<file path="src/rtl/dht11_cmd_ctrl.sv">
// Command/response controller around the DHT11 reader: takes one command byte,
// runs one acquisition, verifies the checksum and returns a 2-byte {code, data} response.
module dht11_cmd_ctrl #(
  parameter int unsigned P_ARM_CYC   = 16,
  parameter int unsigned P_MEAS_CYC  = 5_000_000,
  parameter int unsigned P_DRAIN_CYC = 20_000_000
) (
  input  logic       i_Clock,
  input  logic       i_Rst,
  input  logic       i_Cmd_Valid,
  input  logic [7:0] i_Cmd,
  output logic       o_Cmd_Ready,
  output logic       o_Dht_En,
  output logic       o_Dht_Rst,
  input  logic       i_Dht_Wait,
  input  logic       i_Dht_Error,
  input  logic [7:0] i_Hum_Int,
  input  logic [7:0] i_Hum_Float,
  input  logic [7:0] i_Temp_Int,
  input  logic [7:0] i_Temp_Float,
  input  logic [7:0] i_Crc,
  output logic [7:0] o_Tx_Data,
  output logic       o_Tx_Valid,
  input  logic       i_Tx_Ready,
  output logic       o_Busy
);

  typedef enum logic [2:0] {
    S_IDLE  = 3'd0,
    S_TRIG  = 3'd1,
    S_ARM   = 3'd2,
    S_MEAS  = 3'd3,
    S_CHECK = 3'd4,
    S_DRAIN = 3'd5,
    S_SEND0 = 3'd6,
    S_SEND1 = 3'd7
  } state_t;

  localparam logic [24:0] C_ARM_LAST   = 25'(P_ARM_CYC - 1);
  localparam logic [24:0] C_MEAS_LAST  = 25'(P_MEAS_CYC - 1);
  localparam logic [24:0] C_DRAIN_LAST = 25'(P_DRAIN_CYC - 1);
  localparam logic [24:0] C_CNT_MAX    = 25'h1FF_FFFF;

  state_t      state_q, state_d;
  logic [24:0] cnt_q, cnt_d;
  logic [7:0]  cmd_q, cmd_d;
  logic [7:0]  code_q, code_d;
  logic [7:0]  data_q, data_d;
  logic [7:0]  hi_q, hi_d, hf_q, hf_d, ti_q, ti_d, tf_q, tf_d, crc_q, crc_d;
  logic        en_q;
  logic [7:0]  sum_s;

  assign sum_s = hi_q + hf_q + ti_q + tf_q;

  // State and datapath registers
  always_ff @(posedge i_Clock) begin
    if (i_Rst) begin
      state_q <= S_IDLE;
      cnt_q   <= 25'd0;
      cmd_q   <= 8'd0;
      code_q  <= 8'd0;
      data_q  <= 8'd0;
      hi_q    <= 8'd0;
      hf_q    <= 8'd0;
      ti_q    <= 8'd0;
      tf_q    <= 8'd0;
      crc_q   <= 8'd0;
      en_q    <= 1'b0;
    end else begin
      state_q <= state_d;
      cnt_q   <= cnt_d;
      cmd_q   <= cmd_d;
      code_q  <= code_d;
      data_q  <= data_d;
      hi_q    <= hi_d;
      hf_q    <= hf_d;
      ti_q    <= ti_d;
      tf_q    <= tf_d;
      crc_q   <= crc_d;
      en_q    <= 1'b1;
    end
  end

  // Next-state and response selection
  always_comb begin
    state_d = state_q;
    cmd_d   = cmd_q;
    code_d  = code_q;
    data_d  = data_q;
    hi_d    = hi_q;
    hf_d    = hf_q;
    ti_d    = ti_q;
    tf_d    = tf_q;
    crc_d   = crc_q;
    case (state_q)
      S_IDLE: begin
        if (i_Cmd_Valid) begin
          cmd_d = i_Cmd;
          if (i_Cmd <= 8'h02) begin
            state_d = S_TRIG;
          end else begin
            code_d  = 8'hE0;
            data_d  = i_Cmd;
            state_d = S_SEND0;
          end
        end
      end
      S_TRIG: state_d = S_ARM;
      S_ARM: begin
        if (i_Dht_Wait) begin
          state_d = S_MEAS;
        end else if (cnt_q >= C_ARM_LAST) begin
          code_d  = 8'h1F;
          data_d  = 8'h00;
          state_d = S_DRAIN;
        end
      end
      S_MEAS: begin
        // Error wins over Wait falling in the same cycle
        if (i_Dht_Error || (i_Dht_Wait && cnt_q >= C_MEAS_LAST)) begin
          code_d  = 8'h1F;
          data_d  = 8'h00;
          state_d = S_DRAIN;
        end else if (!i_Dht_Wait) begin
          hi_d    = i_Hum_Int;
          hf_d    = i_Hum_Float;
          ti_d    = i_Temp_Int;
          tf_d    = i_Temp_Float;
          crc_d   = i_Crc;
          state_d = S_CHECK;
        end
      end
      S_CHECK: begin
        state_d = S_SEND0;
        if (sum_s != crc_q) begin
          code_d = 8'h2F;
          data_d = sum_s;
        end else begin
          case (cmd_q)
            8'h00:   begin code_d = 8'h08; data_d = 8'h00; end
            8'h01:   begin code_d = 8'h09; data_d = ti_q;  end
            8'h02:   begin code_d = 8'h0A; data_d = hi_q;  end
            default: begin code_d = 8'h1F; data_d = 8'h00; end
          endcase
        end
      end
      S_DRAIN: begin
        if (!i_Dht_Wait || cnt_q >= C_DRAIN_LAST) state_d = S_SEND0;
      end
      S_SEND0: begin
        if (i_Tx_Ready) state_d = S_SEND1;
      end
      S_SEND1: begin
        if (i_Tx_Ready) state_d = S_IDLE;
      end
      default: state_d = S_IDLE;
    endcase

    if (state_d != state_q) begin
      cnt_d = 25'd0;
    end else if (cnt_q == C_CNT_MAX) begin
      cnt_d = cnt_q;
    end else begin
      cnt_d = cnt_q + 25'd1;
    end
  end

  // Outputs decoded from the registered state
  always_comb begin
    o_Cmd_Ready = (state_q == S_IDLE);
    o_Busy      = (state_q != S_IDLE);
    o_Dht_Rst   = (state_q == S_TRIG);
    o_Dht_En    = en_q;
    o_Tx_Valid  = (state_q == S_SEND0) || (state_q == S_SEND1);
    case (state_q)
      S_SEND0: o_Tx_Data = code_q;
      S_SEND1: o_Tx_Data = data_q;
      default: o_Tx_Data = 8'h00;
    endcase
  end

endmodule
</file>
<file path="config.mk">
export PLATFORM = sky130hd
export DESIGN_NAME = dht11_cmd_ctrl
export DESIGN_NICKNAME = d
export VERILOG_FILES = /design/src/rtl/dht11_cmd_ctrl.sv
export SDC_FILE = /design/constraint.sdc
export NUM_CORES = 1
export LEC_CHECK = 0
export CAP_MARGIN = 20
export CORE_MARGIN = 2
export CORE_UTILIZATION = 65
export CTS_CLUSTER_SIZE = 12
export DETAILED_ROUTE_END_ITERATION = 12
export DONT_BUFFER_PORTS = 1
export PLACE_DENSITY = 0.89
export RECOVER_POWER = 50
export SETUP_SLACK_MARGIN = 0.02
export SLEW_MARGIN = 10
export SYNTH_ARGS = -nofsm -noshare
export SYNTH_HDL_FRONTEND = slang
export SYNTH_SLANG_ARGS = --single-unit
</file>
<file path="constraint.sdc">
create_clock -name i_Clock -period 7.29 [get_ports i_Clock]
set_input_delay 1.458 -clock i_Clock [delete_from_list [all_inputs] [get_ports i_Clock]]
set_output_delay 1.458 -clock i_Clock [all_outputs]
set_load 0.05 [all_outputs]
</file>
# Word level (Yosys, flattened, before mapping)
# Index checks and enable logic that the tools add are counted.
# W data, S select, Z words.
dict set report totals {
  elab_cells 79
  reg_bits 93
  in_bits 54
  out_inout_bits 13
}
dict set report classes {
  n_addsub 4
  n_eq_ne 17
  bitwise 2
  magnitude_cmp 4
  n_reduce_logical 13
  n_mux 28
}
# op n
set op_table {}
lappend op_table {{$mux W8} 11}
lappend op_table {{$pmux W8 S4} 2}
lappend op_table {{$pmux W8 S2} 2}
lappend op_table {{$mux W3} 9}
lappend op_table {{$add A25 B1 Y25 const B} 1}
lappend op_table {{$eq A25 B25 Y1 const B} 1}
lappend op_table {{$ge A25 B23 Y1 const B} 1}
lappend op_table {{$ge A25 B25 Y1 const B} 1}
lappend op_table {{$ge A25 B4 Y1 const B} 1}
lappend op_table {{$add A8 B8 Y8} 3}
lappend op_table {{$pmux W3 S8} 1}
lappend op_table {{$pmux W5 S3} 1}
lappend op_table {{$eq A3 B3 Y1 const B} 4}
lappend op_table {{$ne A2 B2 Y1 const B} 5}
lappend op_table {{$eq A8 B1 Y1 const B} 1}
lappend op_table {{$eq A8 B2 Y1 const B} 1}
lappend op_table {{$le A8 B2 Y1 const B} 1}
lappend op_table {{$logic_not A8 Y1} 1}
lappend op_table {{$ne A8 B8 Y1} 1}
lappend op_table {{$eq A3 B2 Y1 const B} 2}
lappend op_table {{$mux W6} 1}
lappend op_table {{$reduce_and A6 Y1} 1}
lappend op_table {{$reduce_bool A4 Y1} 1}
lappend op_table {{$eq A3 B1 Y1 const B} 1}
lappend op_table {{other kinds (11)} 14}

# Logic depth before layout (Yosys ltp)
dict set report logic_depth {
  depth_word 7
  mapped_depth 15
  mapped_depth_nobuf 14
}

# Least setup slack after synthesis
# No wires, ideal clock.
dict set report synth_timing {
  path_kind {flip-flop to flip-flop}
  from {register hi_q[1]}
  to {register data_q[1]}
  required_ns 7.216
  stages_incl_launch_ff 16
  slack_ns 3.619
  t_arrival_ns 3.597
  setup_time_ns 0.074
  synth_period_minus_slack_ns 3.671
  path_buffers 1
  cell_sequence {dfxtp_1 fa_1 inv_1 fa_1 inv_1 ha_1 inv_1 fa_1 nor2b_1 o221ai_1 a21oi_1 xnor2_1 nand3_1 clkbuf_1 mux2_2 a31oi_1}
}
dict set report synth_between {
  elab_chain_cells 6
  word_cells_on_any_way 7
  cone_classes {add/sub (3); eq/ne (1); mux (3)}
}
# item line_no
set synth_rtl {}
lappend synth_rtl {{start: declaration} 49} ;# logic [7:0] hi_q, hi_d, hf_q, hf_d, ti_q, ti_d, tf_q, tf_d, crc_q, crc_d;
lappend synth_rtl {{start signal: assignment} 75} ;# hi_q <= hi_d;
lappend synth_rtl {{$add A8 B8 Y8 (3 in a row)} 53} ;# assign sum_s = hi_q + hf_q + ti_q + tf_q;
lappend synth_rtl {{$ne A8 B8 Y1} 135} ;# if (sum_s != crc_q) begin
lappend synth_rtl {{$mux W8 *} 135}
lappend synth_rtl {{$pmux W8 S4 *} 95} ;# case (state_q)
lappend synth_rtl {{end signal: assignment} 74} ;# data_q <= data_d;
lappend synth_rtl {{end: declaration} 48} ;# logic [7:0] data_q, data_d;
# Every way passes the cells marked *; elsewhere a longest branch is shown, timed or not.
# A chain may end at the register's enable or synchronous reset.

# Worst setup path after layout
dict set report layout_timing {
  from {register hi_q[1]}
  to {register code_q[4]}
}
dict set report layout_between {
  elab_chain_cells 6
}
# item line_no
set layout_rtl {}
lappend layout_rtl {{$add A8 B8 Y8 (3 in a row)} 53}
lappend layout_rtl {{$ne A8 B8 Y1} 135}
lappend layout_rtl {{$mux W6} 135}
lappend layout_rtl {{$pmux W8 S4} 95}
lappend layout_rtl {{end signal: assignment} 73} ;# code_q <= code_d;
lappend layout_rtl {{end: declaration} 47} ;# logic [7:0] code_q, code_d;
# No other way between the ends.

==> results.ini <==
[clock_tree]
cts.sinks = 92
root_buffer = clkbuf_8
cts-buffers-inserted = 9
clk_path_buf_depth = 2
insertion_delay_ns = 0.37
hold_buffers = 0
path_clk_slew_ns = 0.10
ctsResizeCount = 0
postCtsSetupBuffers = 0
htreeDepth = 3
cts_tree = built

[timing]
rsz0062_at_grt = no
setup_viol = 0
slew_violations = 41
finalSetupTns_ns = 0
skew_ns = 0.01095
relSlewSlack_pct = -7.100
fin_crit_ns = 4.091
hold_violations = 0
fmax_ghz = 0.2445
worst_pin_slew_ns = 1.606
min_period_over_period_pct = 56.11

[global_route]
track_usage_pct = 28.39
antenna_found_initial = 0
grt_max_degree = 58
grt_pass1_vias = 4241
grt_pass1_wl_mm = 19.67
overflow = 0

[placement]
portBuffers = 0
dp_hpwl_mm = 8.451
gp_congestion = 0.9209
placed_cell_area_um2 = 5169

[synth]
synth.area.top_cells = dfxtp_1, nand2_1, a21oi_1
synth_fp_nets = 714
synth_most_common_cell = nand2_1
synth_top_cell_by_area = dfxtp_1
netlist_area_um2 = 5189
avgSynthCellArea_um2 = 8.133
ys_seq_area_share_pct = 35.50
synth_warnings = 0
synth_top_cell_area_share_pct = 35.50
synth-edff-count = 0
yosysUniqueCellTypes = 67
synthCells = 638
ys_top_cells_by_count = nand2_1, dfxtp_1, a21oi_1
yosys_register_bits = 92
synthArstFlopShare_pct = 0
synthFlopType = dfxtp_1

[routing]
routedWlPerCell_um = 16.35
antenna_left = 0
drt_iter0_markers = 363
via_per_inst = 6.212
drt_wl_total_mm = 11.82
first_pass_iters = 5
vias = 4491
drc_errors = 0

[floorplan]
rows = 32
ios = 67
dieArea_um2 = 8713
initial_core_util_pct = 67.15
coreArea_um2 = 7727
die_h_um = 93.35
die_w_um = 93.35

[setup_path]
critical-path-slowest-cell = fa_1
crit_family = adder cells
path_class = flip-flop to flip-flop
r2r_start = hi_q[1]
r2r_slack_ns = 3.20
worstPathRequired_ns = 7.60
critPathMaxStageDelay_ns = 0.53
crit_arrival_ns = 4.40
path_cells = fa_1 > inv_1 > fa_1 > inv_1 > ha_1 > inv_1 > fa_1 > nor2b_1 > o22ai_1 > xnor3_1 > nor3_1 > nand3_1 > or3b_1 > a21oi_1
cp-start-kind = flip-flop
worstPathBufferInverterCount = 3
cp-startpoint = hi_q[1]
end_kind = flip-flop
path_max_fanout = 12

[power_and_ir_drop]
ir_drop_uv = 145.2
power.density_nw_per_um2 = 279.1
p_leak_uw = 0.001910

[finish]
areaGrowthSynthToFinish_pct = 3.521
multi_input_area_um2 = 3082
drive_gt1_share_pct = 8.213
regArea_um2 = 1842
diodes = 0
nets = 692
num-fill-cells = 627
final_cell_area_um2 = 5371

[worst_hold_path]
worstHoldPathType = flip-flop to flip-flop
hp-start = tf_q[6]

[status]
status = finished with violations
violations = capacitance limit, slew limit

[job]
maxCapViolCount = 1

## per-layer routing
layer	vias to the layer above	share of wire [%]	global-route usage, %	wire, um
met2	195	47	46.28	5593
met4	0	2.1	9.804	246
met1	2123	43	38.09	5034
met5	-	0	0	0
met3	23	8.0	5.077	944
li1	2150	-	-	-
## area by class of cell
| type | count | share of cell area [%] |
|---|---|---|
| sequential | 92 | 34.29 |
| clock buffer | 9 | 2.306 |
| multi-input combinational | 486 | 57.37 |
| timing repair buffer | 5 | 0.5823 |
| clock inverter | 7 | 1.537 |
| inverter | 22 | 1.537 |
| tap | 102 | 2.376 |
## sequential cells by signal, summed over array words and instances (netlist names)
name and cells:
cmd_q 8, cnt_q 25, code_q 7, crc_q 8
data_q 8, hf_q 8, hi_q 8, o_Dht_En 1
state_q 3, tf_q 8, ti_q 8
## cells by family after synthesis
| family | after synthesis | share of synthesized area [%] |
|---|---|---|
| XOR/XNOR | 38 | 7.499 |
| adder cells (fa/ha/maj) | 22 | 7.331 |
| AO/OA/AOI/OAI | 141 | 17.43 |
| buffers and inverters | 60 | 5.064 |
| flip-flops | 92 | 35.50 |
| multiplexers | 15 | 2.990 |
| AND/OR/NAND/NOR | 270 | 24.19 |
## cell usage in the layout, fill, tap and decap left out, types with 5 or more instances in the layout
master,Yosys,final
inv_1,22,22
nand2_1,137,137
nand4_1,10,10
a21oi_1,71,71
nor3_1,9,9
and4_1,5,5
nor2_2,11,12
clkbuf_8,0,9
a31oi_1,11,11
mux2i_1,11,11
dfxtp_1,92,92
nor4_1,5,5
xor2_1,18,18
nand2b_1,7,7
ha_1,8,8
o21ai_0,15,15
and3_1,7,7
xnor2_1,16,16
nor2_1,44,43
fa_1,14,14
nand3_1,11,11
## worst min-delay path: stages (launching register included)
cell and delay, ns:
dfxtp_1 0.32, nand2_1 0.05, a21oi_1 0.05
## report_power, final
| group | internal, uW | total, uW | switching (uW) |
|---|---|---|---|
| combinational | 162 | 485 | 323 |
| sequential | 569 | 651 | 82.5 |
| clock | 164 | 363 | 198 |
| total | 896 | 1500 | 603 |
## stage by stage
| step | setup slack [ns] | hold slack (ns) | total power [uW] | util (%) | cells |
|---|---|---|---|---|---|
| 6_report | 3.199 | 0.4615 | 1499 | 69.51 | 723 |
| 3_3_place_gp | 3.430 | 0.4373 | 1112 | 66.89 | 706 |
| 3_5_place_dp | 3.223 | 0.4481 | 1135 | 66.89 | 706 |
| 4_1_cts | 3.204 | 0.4629 | 1496 | 69.56 | 722 |
| 2_1_floorplan | 3.619 | 0.4360 | 1077 | - | 638 |
| 5_1_grt | 2.885 | 0.4853 | 1584 | 69.51 | 723 |
## worst paths after layout
path                    end  cells after the start
setup / recovery  code_q[4]                     14
setup reg to reg  code_q[4]                     14
hold reg to reg     tf_q[6]                      2
hold / removal      tf_q[6]                      2
(Power assumes the default switching activity.)
